File: src/rtl/clk_div_multi.sv
// Multi-channel programmable divider: per channel a 50% clock and a 1-cycle tick.
// Divisor reloads are shadowed and take effect at the next wrap or while disabled.
module clk_div_multi #(
   parameter int NUM_CH  = 4,
   parameter int CNT_W   = 26,
   parameter int DEF_DIV = 25000
) (
   input  logic                    clk,
   input  logic                    rst,
   input  logic                    sync_clr,
   input  logic [NUM_CH-1:0]       en,
   input  logic [NUM_CH-1:0]       div_load,
   input  logic [NUM_CH*CNT_W-1:0] div_val,
   output logic [NUM_CH-1:0]       clk_out,
   output logic [NUM_CH-1:0]       tick,
   output logic [NUM_CH-1:0]       pending
);

   localparam logic [CNT_W-1:0] DEF = CNT_W'(DEF_DIV);
   localparam logic [CNT_W-1:0] ONE = CNT_W'(1);

   for (genvar i = 0; i < NUM_CH; i++) begin : g_ch
      logic [CNT_W-1:0] cnt;
      logic [CNT_W-1:0] active;
      logic [CNT_W-1:0] shadow;
      logic [CNT_W-1:0] raw;
      logic [CNT_W-1:0] ld_val;
      logic             co;
      logic             tk;
      logic             pend;
      logic             term;

      assign raw    = div_val[i*CNT_W +: CNT_W];
      // a zero divisor would underflow active-1, so it runs as N=1
      assign ld_val = (raw == '0) ? ONE : raw;
      assign term   = en[i] && (cnt == active - ONE);

      always_ff @(posedge clk or posedge rst) begin
         if (rst) begin
            cnt    <= '0;
            active <= DEF;
            shadow <= DEF;
            pend   <= 1'b0;
            co     <= 1'b0;
            tk     <= 1'b0;
         end else if (sync_clr) begin
            cnt <= '0;
            co  <= 1'b0;
            tk  <= 1'b0;
         end else if (!en[i]) begin
            cnt <= '0;
            co  <= 1'b0;
            tk  <= 1'b0;
            if (div_load[i]) begin
               shadow <= ld_val;
               pend   <= 1'b1;
            end else if (pend) begin
               active <= shadow;
               pend   <= 1'b0;
            end
         end else if (term) begin
            cnt <= '0;
            co  <= ~co;
            tk  <= 1'b1;
            if (div_load[i]) begin
               active <= ld_val;
               shadow <= ld_val;
               pend   <= 1'b0;
            end else if (pend) begin
               active <= shadow;
               pend   <= 1'b0;
            end
         end else begin
            cnt <= cnt + ONE;
            tk  <= 1'b0;
            if (div_load[i]) begin
               shadow <= ld_val;
               pend   <= 1'b1;
            end
         end
      end

      assign clk_out[i] = co;
      assign tick[i]    = tk;
      assign pending[i] = pend;
   end

endmodule

File: config.mk
export PLATFORM = sky130hd
export DESIGN_NAME = clk_div_multi
export DESIGN_NICKNAME = d
export VERILOG_FILES = /design/src/rtl/clk_div_multi.sv
export SDC_FILE = /design/constraint.sdc
export NUM_CORES = 1
export LEC_CHECK = 0
export CORE_MARGIN = 2
export CORE_UTILIZATION = 44
export DETAILED_ROUTE_END_ITERATION = 8
export PLACE_DENSITY = 0.74
export SYNTH_ARGS = -nofsm -noshare
export SYNTH_HDL_FRONTEND = slang
export SYNTH_SLANG_ARGS = --single-unit
File: constraint.sdc
create_clock -name clk -period 32.4 [get_ports clk]
set_clock_uncertainty 0.15 [all_clocks]
set_input_delay 6.48 -clock clk [delete_from_list [all_inputs] [get_ports clk]]
set_output_delay 6.48 -clock clk [all_outputs]
set_load 0.03 [all_outputs]
======== After elaboration in Yosys (flattened, before gate mapping) ========
Cells that the tools add are included.
cells by class
  bitwise gates (word level) .............. 5
  add/sub/neg operators ................... 8
  equality and inequality tests ........... 20
  reduce and logical (&&, ||, !) cells .... 20
  muxes and demuxes ....................... 76
operators by type and width
  cell                   count
  $mux 26                36
  $add 26x1->26 const B  4
  $eq 26x26->1           4
  $logic_not 26->1       4
  $sub 26x1->26 const B  4
  $mux 1                 40
  $reduce_and 2->1       8
  $ne 3x1->1 const B     4
  $ne 3x2->1 const B     4
  $reduce_and 3->1       4
  $ne 2x1->1 const B     4
  $ne 2x2->1 const B     4
  $not 1->1              5
  $logic_and 1x1->1      4
word-level totals
  flip-flop bits (word level) ............. 324
  output and inout port bits .............. 12
  input port bits ......................... 115

======== Logic depth before layout (Yosys ltp) ========
  depth after elaboration ................. 6
  mapped depth ............................ 14

======== Worst setup path after synthesis ========
Ideal clock, no wire load.
  path type ............................... input port to flip-flop
  from .................................... in en[3]
  to ...................................... reg g_ch[3].active[13]
  stages .................................. 9
  library setup time ...................... 0.082 ns
  slack ................................... 23.900 ns
  required time ........................... 32.168 ns
  buffers on the path ..................... 2
  arrival ................................. 8.268 ns
  cell sequence ........................... nand3_1 -> nor4_1 -> and4b_1 -> nand4_1 -> or4_1 -> a211o_1 -> buf_2 -> clkbuf_1 -> a22oi_1
on the way
  word-level cells in the longest chain between the ends .. 3
  elaborated cells between the ends (all ways) .. 5
  classes of those cells .................. 2 x eq/ne; 1 x mux; 2 x reduce/logical
RTL lines
  what                               RTL line  text
  from (decl)                        11        input logic [NUM_CH-1:0] en,
  $logic_and 1x1->1                  36        assign term = en[i] && (cnt == active - ONE);
  $ne 2x1->1 (no source line)        --
  $reduce_and 3->1 (no source line)  --
  to (signal assigned)               58        active <= shadow;
  to (signal assigned)               66        active <= ld_val;
  to (signal assigned)               70        active <= shadow;
  to (decl)                          24        logic [CNT_W-1:0] active;
Several ways; a longest one is shown, not always the timed one.
A chain may end at the register's enable or synchronous reset.

======== Worst setup path after layout ========
  from .................................... in en[3]
  to ...................................... reg g_ch[3].active[6]
The elaborated chain is that of the path after synthesis.

==> results.yml <==
floorplanning:
  rows: 76
  die_height_um: 213
  core_um2: 43200
  io_pins: 127
  dieArea_um2: 45500
  die-width_um: 213
  initial_core_util_pct: 44.6
timing:
  setup-tns-final_ps: 0
  tightest_slew_ps: 1260
  fin_crit_sh_pct: 28.5
  fmax_mhz: 108
  slew_viol_final: 0
  finalSetupViolations: 0
  period_minus_slack_ps: 9230
  grt_setup_unrepaired: "no"
  hold_viol: 0
  max-slew-margin-rel_pct: 16.3
clock_network:
  clockRootBuffer: "clkbuf_16"
  cts_max_level: 2
  insertion_delay_ps: 560
  clkSinkCount: 324
  cts_resized: 0
  post_cts_buffers: 0
  clk_path_buf_depth: 3
  cts_tree: "built"
  clk_pin_slew_worst_paths_ps: 60
  cts_made_buffers: 37
  postCtsHoldBufs: 0
global_route:
  antenna_found_initial: 0
  grt_overflow: 0
  grtUsageTotal_pct: 20.5
  grt_max_degree: 120
  grt_pass1_vias: 15500
  grt_pass1_wl_um: 77200
power_and_ir_drop:
  power_density_nw_per_um2: 54.7
  p_sw_share_pct: 30.6
  power_frac_seq_pct: 45.1
  p_int_w: 0.000835
  total_leakage_power_nw: 8.31
  ir_drop_mv: 0.0386
  finalPower_w: 0.00120
  clockPowerShare_pct: 34.9
  switching_power_w: 0.000368
  pwr-share-comb_pct: 20.0
critical_path:
  worstPathArrival_ps: 9450
  crit_family: "simple AND/OR/NAND/NOR gates"
  cp-start-kind: "input port"
  path_max_fanout: 27
  crit_required_ps: 32620
  critPathBufInv: 1
  path_depth: 8
  startpoint: "en[3]"
  path_class: "in -> reg"
  crit_path_end_kind: "flip-flop"
  cp_slowest_cell: "a21oi_2"
  slowest_delay_ps: 920
  reg2reg_depth: 10
  worstPathCellList: "clkdlybuf4s50_1 > nand3_1 > nor4_1 > nand2_1 > nand4b_1 > or4b_1 > a21oi_2 > a22oi_1"
  timing.rr.start: "g_ch[1].active[0]"
logic_synthesis:
  ys_seq_area_share_pct: 42.4
  netlist_top_cells_area: "dfrtp_1, dfstp_2, xnor2_1"
  syn-mean-instance-area_um2: 9.15
  syn-cell-area_um2: 19300
  synth_cell_types: 83
  synth_ff_type: "dfrtp_1"
  syn_nets: 2228
  async_flop_share_pct: 100
  ys_warn_count: 0
  synth_top_area_share_pct: 35.9
  synth_edf_count: 0
  synth_cells: 2105
  synth-seq-cells: 324
  yosysTopAreaCell: "dfrtp_1"
routing:
  drc: 0
  wl_met2_um: 21800
  ant_nets: 0
  wl_met3_um: 2070
  wl_met1_um: 20800
  drt-total-wl_um: 45800
  dr.pass1.iters: 7
  wl_per_cell_um: 16.6
  first_iter_violations: 999
  top_layer: "met4"
  via_per_inst: 5.73
  vias: 15800
layout:
  layout.nets: 2264
  layout_commonest_cell: "dfrtp_1"
  antennaDiodeCount: 0
  syn_to_final_growth_pct: 14.3
  drive_gt1_share_pct: 11.3
  final_cell_mix: "dfrtp_1, nor2_1, nand2_1, o21ai_0, clkdlybuf4s50_1"
min_path:
  hold_path_class: "reg -> reg"
  hold_start: "g_ch[1].shadow[8]"
  holdPathStages: 2
place:
  place_hpwl_um: 32100
  place_congestion: 0.921
  portBuffers: 126
outcome:
  status: "complete, no violations"
flow_run:
  cap_violations: 0
-- registers in the layout, summed over array words and instances (netlist names) --
| signal | flops |
|---|---|
| g_ch.shadow | 104 |
| g_ch.pend | 4 |
| g_ch.co | 4 |
| g_ch.active | 104 |
| g_ch.cnt | 104 |
| g_ch.tk | 4 |
-- cell type report --
| type | instances | area, um^2 |
|---|---|---|
| Multi-Input combinational cell | 1592 | 10300 |
| Sequential cell | 324 | 8170 |
| Fill cell | 3958 | 21200 |
| Inverter | 41 | 161 |
| Tap cell | 585 | 732 |
| Clock buffer | 50 | 1050 |
| Timing Repair Buffer | 145 | 1400 |
| Clock inverter | 17 | 164 |
-- power groups by stage --
stage	registers, W	logic (W)	clock network, W
4_1_cts	0.000541	0.000241	0.000432
5_1_grt	0.000552	0.000268	0.000447
3_5_place_dp	0.000547	0.000238	0
2_1_floorplan	0.000511	0.000201	0
3_3_place_gp	0.000545	0.000230	0
6_report	0.000543	0.000240	0.000420
-- cells in the mapped netlist (all sizes together) (41+ instances only) --
cell	count
xor2	105
nand3	86
dfstp	48
nand2	181
o21ai	148
buf	41
nor4	51
nor2	231
a21oi	42
dfrtp	276
xnor2	115
mux2	79
nand3b	112
a2bb2oi	53
clkbuf	107
inv	41
nor3	50
-- worst min-delay path: stages, from the launching register on --
cell and delay, ps:
dfstp_2 360, nand2_1 50, nand2_1 50
-- routing by layer --
layer,vias up,GRT usage [%]
met4,0,6.59
met3,88,2.78
met1,7722,27.9
li1,7613,-
met5,-,0
met2,366,33.9
-- stage by stage --
| stage | std cells | hold WS [ps] | instance area [um^2] | setup WS (ps) | utilization [%] |
|---|---|---|---|---|---|
| after floorplan | 2105 | 286 | 19300 | 16880 | - |
| after global placement | 2687 | 293 | 20800 | 22770 | 48.1 |
| after detailed placement | 2687 | 298 | 20800 | 22710 | 48.1 |
| after CTS | 2754 | 307 | 22000 | 23250 | 51.0 |
| after global routing | 2754 | 328 | 22000 | 22940 | 51.0 |
| final | 2754 | 305 | 22000 | 23170 | 51.0 |
-- kinds of logic (layout without fill, tap and decap cells) --
group                      after synthesis  in the layout  synth area share (%)
adders and majority gates                8              8                 0.520
muxes                                   85             85                  4.93
DFF                                    324            324                  42.4
xor gates and xnor gates               221            221                  10.1
AOI/OAI and AO/OA                      379            379                  13.2
buffers and inverters                  189            253                  4.18
and+or+nand+nor                        899            899                  24.7
-- final timing paths --
kind                                 endpoint  slack (ps)
setup / recovery            g_ch[3].active[6]       23170
hold / removal              g_ch[1].shadow[8]         300
setup reg to reg           g_ch[1].active[15]       27820
hold reg to reg             g_ch[1].shadow[8]         300
max in group asynchronous   g_ch[3].shadow[6]       24220
min in group asynchronous  g_ch[1].shadow[22]        6360
Power figures use the tool's default switching activity.
